===== src/rtl/counter_sequencer_if.sv =====
// Command and update-buffer handshake bundle for counter_sequencer.
// The master side is the command source and update consumer; the slave side is the sequencer.
interface counter_sequencer_if;
    logic       i_cmd_valid;
    logic       o_cmd_ready;
    logic [2:0] i_cmd_op;
    logic [7:0] i_cmd_data;
    logic       o_upd_valid;
    logic       i_upd_ready;
    logic [7:0] o_upd_value;

    modport master (
        output i_cmd_valid, i_cmd_op, i_cmd_data, i_upd_ready,
        input  o_cmd_ready, o_upd_valid, o_upd_value
    );

    modport slave (
        input  i_cmd_valid, i_cmd_op, i_cmd_data, i_upd_ready,
        output o_cmd_ready, o_upd_valid, o_upd_value
    );
endinterface


===== src/rtl/counter_sequencer.sv =====
// 8-bit run/stop counter advanced by a clock-enable prescaler tick and controlled by a command port.
// Each value change is published through a one-deep update buffer; COUNTER_SEQ_AUTOSTART_EN makes reset enter RUN.
module counter_sequencer #(
    parameter int INPUT_CLOCK_HZ = 27000000,
    parameter int INC_TIME_MS    = 1000
) (
    input  logic                   i_clk,
    input  logic                   i_rst,
    counter_sequencer_if.slave     bus,
    output logic [7:0]             o_value,
    output logic                   o_running,
    output logic                   o_dir_down,
    output logic                   o_wrap,
    output logic                   o_overrun
);
    localparam int TICK_CYC = INPUT_CLOCK_HZ / 1000 * INC_TIME_MS;
    localparam int PW       = $clog2(TICK_CYC);
    localparam logic [PW-1:0] TICK_LAST = PW'(TICK_CYC - 1);

    localparam logic [2:0] OP_START   = 3'd1;
    localparam logic [2:0] OP_STOP    = 3'd2;
    localparam logic [2:0] OP_CLEAR   = 3'd3;
    localparam logic [2:0] OP_LOAD    = 3'd4;
    localparam logic [2:0] OP_STEP    = 3'd5;
    localparam logic [2:0] OP_SET_DIR = 3'd6;

    typedef enum logic {S_IDLE, S_RUN} state_t;

`ifdef COUNTER_SEQ_AUTOSTART_EN
    localparam state_t RESET_STATE = S_RUN;
    localparam logic   RESET_RUN   = 1'b1;
`else
    localparam state_t RESET_STATE = S_IDLE;
    localparam logic   RESET_RUN   = 1'b0;
`endif

    state_t        r_state;
    logic          r_running;
    logic [PW-1:0] r_presc;
    logic [7:0]    r_value;
    logic          r_dir_down;
    logic          r_wrap;
    logic          r_upd_valid;
    logic [7:0]    r_upd_value;
    logic          r_overrun;

    logic       w_accept;
    logic       w_tick;
    logic       w_cmd_value;
    logic       w_cmd_stop;
    logic       w_do_step;
    logic [7:0] w_next_value;
    logic       w_change;
    logic       w_wrap;

    assign bus.o_cmd_ready = !r_upd_valid || bus.i_upd_ready;
    assign bus.o_upd_valid = r_upd_valid;
    assign bus.o_upd_value = r_upd_value;
    assign o_value    = r_value;
    assign o_running  = r_running;
    assign o_dir_down = r_dir_down;
    assign o_wrap     = r_wrap;
    assign o_overrun  = r_overrun;

    assign w_accept    = bus.i_cmd_valid && bus.o_cmd_ready;
    assign w_tick      = (r_state == S_RUN) && (r_presc == TICK_LAST);
    assign w_cmd_value = w_accept && (bus.i_cmd_op == OP_CLEAR || bus.i_cmd_op == OP_LOAD ||
                                      bus.i_cmd_op == OP_STEP);
    assign w_cmd_stop  = w_accept && (bus.i_cmd_op == OP_STOP);
    // A tick colliding with a value-changing command or STOP is dropped, never merged.
    assign w_do_step   = (w_tick && !w_cmd_value && !w_cmd_stop) ||
                         (w_accept && bus.i_cmd_op == OP_STEP);

    always_comb begin
        w_next_value = r_value;
        w_change     = 1'b0;
        w_wrap       = 1'b0;
        if (w_accept && bus.i_cmd_op == OP_CLEAR) begin
            w_next_value = 8'd0;
            w_change     = 1'b1;
        end else if (w_accept && bus.i_cmd_op == OP_LOAD) begin
            w_next_value = bus.i_cmd_data;
            w_change     = 1'b1;
        end else if (w_do_step) begin
            w_next_value = r_dir_down ? r_value - 8'd1 : r_value + 8'd1;
            w_wrap       = r_dir_down ? (r_value == 8'h00) : (r_value == 8'hFF);
            w_change     = 1'b1;
        end
    end

    always_ff @(posedge i_clk or posedge i_rst) begin
        if (i_rst) begin
            r_state     <= RESET_STATE;
            r_running   <= RESET_RUN;
            r_presc     <= '0;
            r_value     <= 8'd0;
            r_dir_down  <= 1'b0;
            r_wrap      <= 1'b0;
            r_upd_valid <= 1'b0;
            r_upd_value <= 8'd0;
            r_overrun   <= 1'b0;
        end else begin
            r_value <= w_next_value;
            r_wrap  <= w_wrap;
            if (w_accept && bus.i_cmd_op == OP_SET_DIR)
                r_dir_down <= bus.i_cmd_data[0];

            case (r_state)
                S_IDLE: begin
                    r_presc <= '0;
                    if (w_accept && bus.i_cmd_op == OP_START) begin
                        r_state   <= S_RUN;
                        r_running <= 1'b1;
                    end
                end
                S_RUN: begin
                    if (w_cmd_stop) begin
                        r_state   <= S_IDLE;
                        r_running <= 1'b0;
                        r_presc   <= '0;
                    end else if (w_tick) begin
                        r_presc <= '0;
                    end else begin
                        r_presc <= r_presc + 1'b1;
                    end
                end
                default: begin
                    r_state   <= S_IDLE;
                    r_running <= 1'b0;
                    r_presc   <= '0;
                end
            endcase

            // Commands can only land when the slot is free or being read, so overrun is tick-only.
            if (w_change) begin
                r_upd_value <= w_next_value;
                r_upd_valid <= 1'b1;
                r_overrun   <= r_upd_valid && !bus.i_upd_ready;
            end else begin
                r_overrun <= 1'b0;
                if (bus.i_upd_ready)
                    r_upd_valid <= 1'b0;
            end
        end
    end
endmodule


===== src/flat_wrapper.sv =====
// flat-port wrapper written by rule: the top's interface ports become plain ports
module counter_sequencer_flat 
#(
    parameter int INPUT_CLOCK_HZ = 27000000,
    parameter int INC_TIME_MS    = 1000
)
  (i_clk, i_rst, o_value, o_running, o_dir_down, o_wrap, o_overrun, bus_i_cmd_valid, bus_i_cmd_op, bus_i_cmd_data, bus_i_upd_ready, bus_o_cmd_ready, bus_o_upd_valid, bus_o_upd_value);
  counter_sequencer_if bus_i ();
  input  logic i_clk;
  input  logic i_rst;
  output logic [7:0] o_value;
  output logic o_running;
  output logic o_dir_down;
  output logic o_wrap;
  output logic o_overrun;
  input wire logic [$bits(bus_i.i_cmd_valid)-1:0] bus_i_cmd_valid;
  input wire logic [$bits(bus_i.i_cmd_op)-1:0] bus_i_cmd_op;
  input wire logic [$bits(bus_i.i_cmd_data)-1:0] bus_i_cmd_data;
  input wire logic [$bits(bus_i.i_upd_ready)-1:0] bus_i_upd_ready;
  output wire logic [$bits(bus_i.o_cmd_ready)-1:0] bus_o_cmd_ready;
  output wire logic [$bits(bus_i.o_upd_valid)-1:0] bus_o_upd_valid;
  output wire logic [$bits(bus_i.o_upd_value)-1:0] bus_o_upd_value;
  assign bus_i.i_cmd_valid = bus_i_cmd_valid;
  assign bus_i.i_cmd_op = bus_i_cmd_op;
  assign bus_i.i_cmd_data = bus_i_cmd_data;
  assign bus_i.i_upd_ready = bus_i_upd_ready;
  assign bus_o_cmd_ready = bus_i.o_cmd_ready;
  assign bus_o_upd_valid = bus_i.o_upd_valid;
  assign bus_o_upd_value = bus_i.o_upd_value;
  counter_sequencer #(.INPUT_CLOCK_HZ(INPUT_CLOCK_HZ), .INC_TIME_MS(INC_TIME_MS)) u_core (.i_clk(i_clk), .i_rst(i_rst), .bus(bus_i), .o_value(o_value), .o_running(o_running), .o_dir_down(o_dir_down), .o_wrap(o_wrap), .o_overrun(o_overrun));
endmodule

===== config.mk =====
export PLATFORM = sky130hd
export DESIGN_NAME = counter_sequencer_flat
export DESIGN_NICKNAME = d
export VERILOG_FILES = /design/src/rtl/counter_sequencer_if.sv /design/src/rtl/counter_sequencer.sv /design/src/flat_wrapper.sv
export SDC_FILE = /design/constraint.sdc
export NUM_CORES = 1
export LEC_CHECK = 0
export BUFFER_PORTS_ARGS = -buffer_cell sky130_fd_sc_hd__buf_4
export CORE_UTILIZATION = 26
export CTS_CLUSTER_SIZE = 16
export DETAILED_ROUTE_END_ITERATION = 8
export PLACE_DENSITY = 0.38
export SETUP_SLACK_MARGIN = 0.4
export SLEW_MARGIN = 20
export SYNTH_ARGS = -nofsm -noshare
export SYNTH_HDL_FRONTEND = slang
export SYNTH_SLANG_ARGS = --single-unit

===== constraint.sdc =====
create_clock -name i_clk -period 2.3 [get_ports i_clk]
set_input_delay 0.115 -clock i_clk [delete_from_list [all_inputs] [get_ports i_clk]]
set_output_delay 0.115 -clock i_clk [all_outputs]
set_load 0.03 [all_outputs]

; Word level (Yosys, flattened, before mapping)
; Index checks and enable logic that the tools add are counted.
[word_totals]
input_bits = 15
word_cells = 69
regBits = 47
[op_classes]
reduce_logical = 23
muxes = 23
eq_ne = 10
addsub = 3
bitwise = 1
[ops]
columns = operator, n
row1 = $mux 25, 2
row2 = $pmux 25 s2, 1
row3 = $mux 8, 4
row4 = $add 25x1->25 const B, 1
row5 = $eq 25x25->1 const B, 1
row6 = $mux 1, 14
row7 = $logic_and 1x1->1, 12
row8 = $eq 3x3->1 const B, 3
row9 = $add 8x1->8 const B, 1
row10 = $eq 8x8->1 const B, 1
row11 = $logic_not 8->1, 1
row12 = $sub 8x1->8 const B, 1
row13 = $eq 3x2->1 const B, 2
row14 = $logic_not 1->1, 4
row15 = $logic_or 1x1->1, 4
row16 = $pmux 1 s2, 2
row17 = $eq 3x1->1 const B, 1
row18 = $ne 2x1->1 const B, 1
row19 = $ne 2x2->1 const B, 1
row20 = $reduce_and 2->1, 1
row21 = $reduce_bool 2->1, 1
row22 = $not 1->1, 1

; Longest topological paths before layout
[depth]
depth_word = 12
depth_mapped = 9
mapped_depth_nobuf = 7

; Least setup slack after synthesis
; OpenSTA, ideal clock, no wires.
[synth_path]
path_type = register -> register
from = register u_core.r_dir_down (netlist: u_core.o_dir_down)
to = register u_core.r_upd_value[7] (netlist: u_core.bus.o_upd_value[7])
n_path_buf = 0
path_stages_with_launch = 8
setup_slack_ns = 0.043
required_ns = 2.175
arrival_time_ns = 2.132
path_cell_list = dfrtp_1 ha_1 or2_2 a21oi_1 a31oi_1 xnor2_1 o221a_2 mux2_4
[synth_between]
elab_chain_cells = 4
[synth_lines]
columns = element, line_no
row1 = "start, declared", counter_sequencer.sv:41  ; logic r_dir_down;
row2 = "start signal, assigned", counter_sequencer.sv:106  ; r_dir_down <= bus.i_cmd_data[0];
row3 = $mux 8, counter_sequencer.sv:85  ; w_next_value = r_dir_down ? r_value - 8'd1 : r_value + 8'd1;
row4 = $mux 8, counter_sequencer.sv:84  ; end else if (w_do_step) begin
row5 = $mux 8, counter_sequencer.sv:81  ; end else if (w_accept && bus.i_cmd_op == OP_LOAD) begin
row6 = $mux 8, counter_sequencer.sv:78  ; if (w_accept && bus.i_cmd_op == OP_CLEAR) begin
row7 = named net u_core.w_next_value[7], counter_sequencer.sv:52  ; logic [7:0] w_next_value;
row8 = "end signal, assigned", counter_sequencer.sv:136  ; r_upd_value <= w_next_value;
row9 = "end, declared", counter_sequencer.sv:44  ; logic [7:0] r_upd_value;
; The timed path passes the listed nets, and every way through them passes these cells.
; A chain may end at the register's enable or synchronous reset.

; Worst setup path in the final report
[layout_path]
from = register u_core.r_dir_down (netlist: u_core.o_dir_down)
to = register u_core.r_upd_value[4] (netlist: u_core.bus.o_upd_value[4])
; Same word-level chain as after synthesis.

==> results.sh <==
export IMPL_status="finished clean"
export IMPL_rr_startpoint="u_core.o_dir_down"
export IMPL_htreeDepth=2
export IMPL_grt_pass1_wl_microns=12100
export IMPL_synth_area_sq_mm=0.00271
export IMPL_post_place_ws_ns=0.0651
export IMPL_synth_top_area_share_pct=43.5
export IMPL_areaGrowthSynthToFinish_pct=35.8
export IMPL_avgRoutedWirePerCell_microns=15.1
export IMPL_met2_usage_pct=24.0
export IMPL_period_needed_ns=2.09
export IMPL_synth_distinct_cells=52
export IMPL_nNetsFinal=376
export IMPL_grt_busiest_layer="met2"
export IMPL_rsz0062_at_grt="true"
export IMPL_drt_iter0_markers=51
export IMPL_yosysWarnings=0
export IMPL_antenna_left=0
export IMPL_cp_cell_sequence="buf_4, ha_4, a21o_1, a21oi_2, xor2_2, a311oi_1, o21a_1, mux2_4"
export IMPL_grt_pass1_vias=2264
export IMPL_finalMaxSlewViolations=0
export IMPL_gp_congestion=0.740
export IMPL_tritoncts="built"
export IMPL_path_buf_inv=1
export IMPL_fin_util_pct=37.1
export IMPL_tightest_slew_ns=0.487
export IMPL_io_pins=37
export IMPL_crit_type="reg2reg"
export IMPL_postSynthCellCount=278
export IMPL_finalClockSkew_ns=0.00563
export IMPL_yosysSeqAreaShare_pct=43.5
export IMPL_vias=2250
export IMPL_ys_flop_type="dfrtp_1"
export IMPL_post_route_period_util_pct=91.0
export IMPL_final_common_cell="buf_4"
export IMPL_grt_use_total_pct=14.1
export IMPL_slew_headroom_pct=67.5
export IMPL_leakagePower_nw=1.59
export IMPL_hold_path_startpoint="bus_i_cmd_data[0]"
export IMPL_clockBufferDepth=2
export IMPL_synth_simple_gate_area_share_pct=24.4
export IMPL_synth_edf_count=0
export IMPL_critPathTopFamily="compound AO/OA/AOI/OAI gates"
export IMPL_maxCapViolCount=0
export IMPL_required_ns=2.49
export IMPL_drive_gt1_share_pct=38.1
export IMPL_coreArea_sq_mm=0.00991
export IMPL_final_setup_viol_count=0
export IMPL_worstPathArrival_ns=2.29
export IMPL_grt_overflow_total=0
export IMPL_mostFrequentLayoutCells="73 x buf_4, 45 x nor2_1, 42 x dfrtp_1, 16 x nand2_1, 15 x xnor2_1"
export IMPL_ys_ff_latch=47
export IMPL_cts_buffers=5
export IMPL_synthMuxAreaShare_pct=4.86
export IMPL_synth_xor_area_share_pct=9.07
export IMPL_clk_pin_slew_ns=0.09
export IMPL_cpMaxStageDelayCell="dfrtp_2"
export IMPL_insertion_delay_ns=0.30
export IMPL_gr_usage_met3_pct=2.82
export IMPL_p_per_area_mw_per_mm2=843
export IMPL_port_buffers=36
export IMPL_firstDrtPassIters=4
export IMPL_min_delay_path_class="in2reg"
export IMPL_ir_worst_vdd_mv=0.334
export IMPL_grt_util_met1_pct=18.2
export IMPL_chipWidth_microns=104
export IMPL_root_buffer="clkbuf_8"
export IMPL_antenna_found_initial=0
export IMPL_yosys_top_cells_area="dfrtp_1 43%, nor2_1 6.5%, xnor2_1 4.9%, xor2_1 4.2%, ha_1 3.2%"
export IMPL_routed_wl_microns=7340
export IMPL_die_area_sq_mm=0.0108
export IMPL_worstSetupStartpointType="flip-flop"
export IMPL_initial_core_util_pct=27.3
export IMPL_synth_avg_cell_area_sq_um=9.73
export IMPL_end_kind="flip-flop"
export IMPL_clock_fmax_mhz=478
export IMPL_synth_fa_ha_area_share_pct=3.98
export IMPL_drc_errors=0
export IMPL_num_rows=36
export IMPL_startpoint="u_core.o_dir_down"
export IMPL_slowest_delay_ns=0.47
export IMPL_finalSetupTns_ns=0
export IMPL_fp_dieH_microns=104
export IMPL_antenna_cells=0
export IMPL_dp_hpwl_microns=5290
export IMPL_cts_sinks=47
export IMPL_setup_ws_ns=0.206
export IMPL_synth_top_cell_by_area="dfrtp_1"
export IMPL_grt_max_degree=29
export IMPL_synth_top_family_by_area="simple AND/OR/NAND/NOR gates"
export IMPL_worst_path_max_fanout=7
export IMPL_finalHoldViolations=0
export IMPL_ys_async_sr_fraction_pct=100
export IMPL_synthesis_nets=301
export IMPL_viasPerCell=4.62
export IMPL_synth_compound_area_share_pct=10.8
[tightest hold or removal path, stage by stage]
cell	delay, ns
buf_4	0.09
nand2_1	0.04
o31ai_1	0.06
[routing by layer]
layer	share of wire [%]	routed length, microns
met5	0	0
met4	0.85	62
met3	2.8	206
met2	50	3660
met1	46	3410
[cell families after synthesis]
family	Yosys count
AO/OA/AOI/OAI	43
flip-flops	47
multiplexers	11
buffers and inverters	19
adder cells (fa/ha/maj)	8
XOR/XNOR	28
AND/OR/NAND/NOR	122
[worst paths after layout]
check | to | slack, ns | cells after the start
setup reg to reg | u_core.bus.o_upd_value[4] | 0.21 | 8
hold reg to reg | u_core.r_presc[0] | 0.52 | 1
max in group asynchronous | u_core.r_presc[18] | 1.43 | 4
min in group asynchronous | u_core.bus.o_upd_value[1] | 0.26 | 3
hold / removal | u_core.o_value[0] | 0.04 | 3
setup / recovery | u_core.bus.o_upd_value[4] | 0.21 | 8
[sequential cells by signal, summed over array words and instances (netlist names)]
name,count
u_core.bus.o_upd_valid,1
u_core.r_presc,25
u_core.o_overrun,1
u_core.bus.o_upd_value,8
u_core.o_dir_down,1
u_core.o_value,8
u_core.o_running,1
u_core.r_state,1
u_core.o_wrap,1
[cells in the mapped netlist (all sizes together), types with 7 or more instances]
cell type / count
dfrtp: 47
nor2: 47
nand2: 16
xnor2: 15
xor2: 13
a21oi: 11
inv: 11
o21ai: 11
and3: 8
mux2: 8
nand3: 8
nor3: 8
buf: 7
ha: 7
[stage by stage]
step	cell area, sq um	hold slack, ns	power [mW]	instances
2_1_floorplan	2760	0.230	1.97	278
3_3_place_gp	3260	0.0258	2.42	454
3_5_place_dp	3260	0.0242	2.42	454
4_1_cts	3490	0.0340	3.08	473
5_1_grt	3670	0.0558	3.31	487
6_report	3670	0.0419	3.10	487
[power by group]
group          internal (mW)  total [mW]  switching [mW]
Sequential             0.957        1.11           0.155
Combinational          0.669        1.41           0.744
Clock                  0.274       0.572           0.298
Total                   1.90        3.10            1.20
[layout make-up]
cell class                 instances  area [sq um]
fill                            1027          6240
multi-input combinational        212          1600
sequential                        47          1180
timing repair buffer              76           581
tap                              133           166
clock buffer                       7          96.3
inverter                          11          41.3
clock inverter                     1          7.51
[repair_timing]
item | 4_1_cts | 5_1_grt
setup buffers | 10 | 12
pin swaps | 6 | 9
gates resized for setup | 13 | 25
hold buffers | 1 | 0
hold endpoints to repair | 19 | 0
setup endpoints to repair | 17 | 39
gates cloned | 0 | 2
Power figures use the tool's default switching activity.
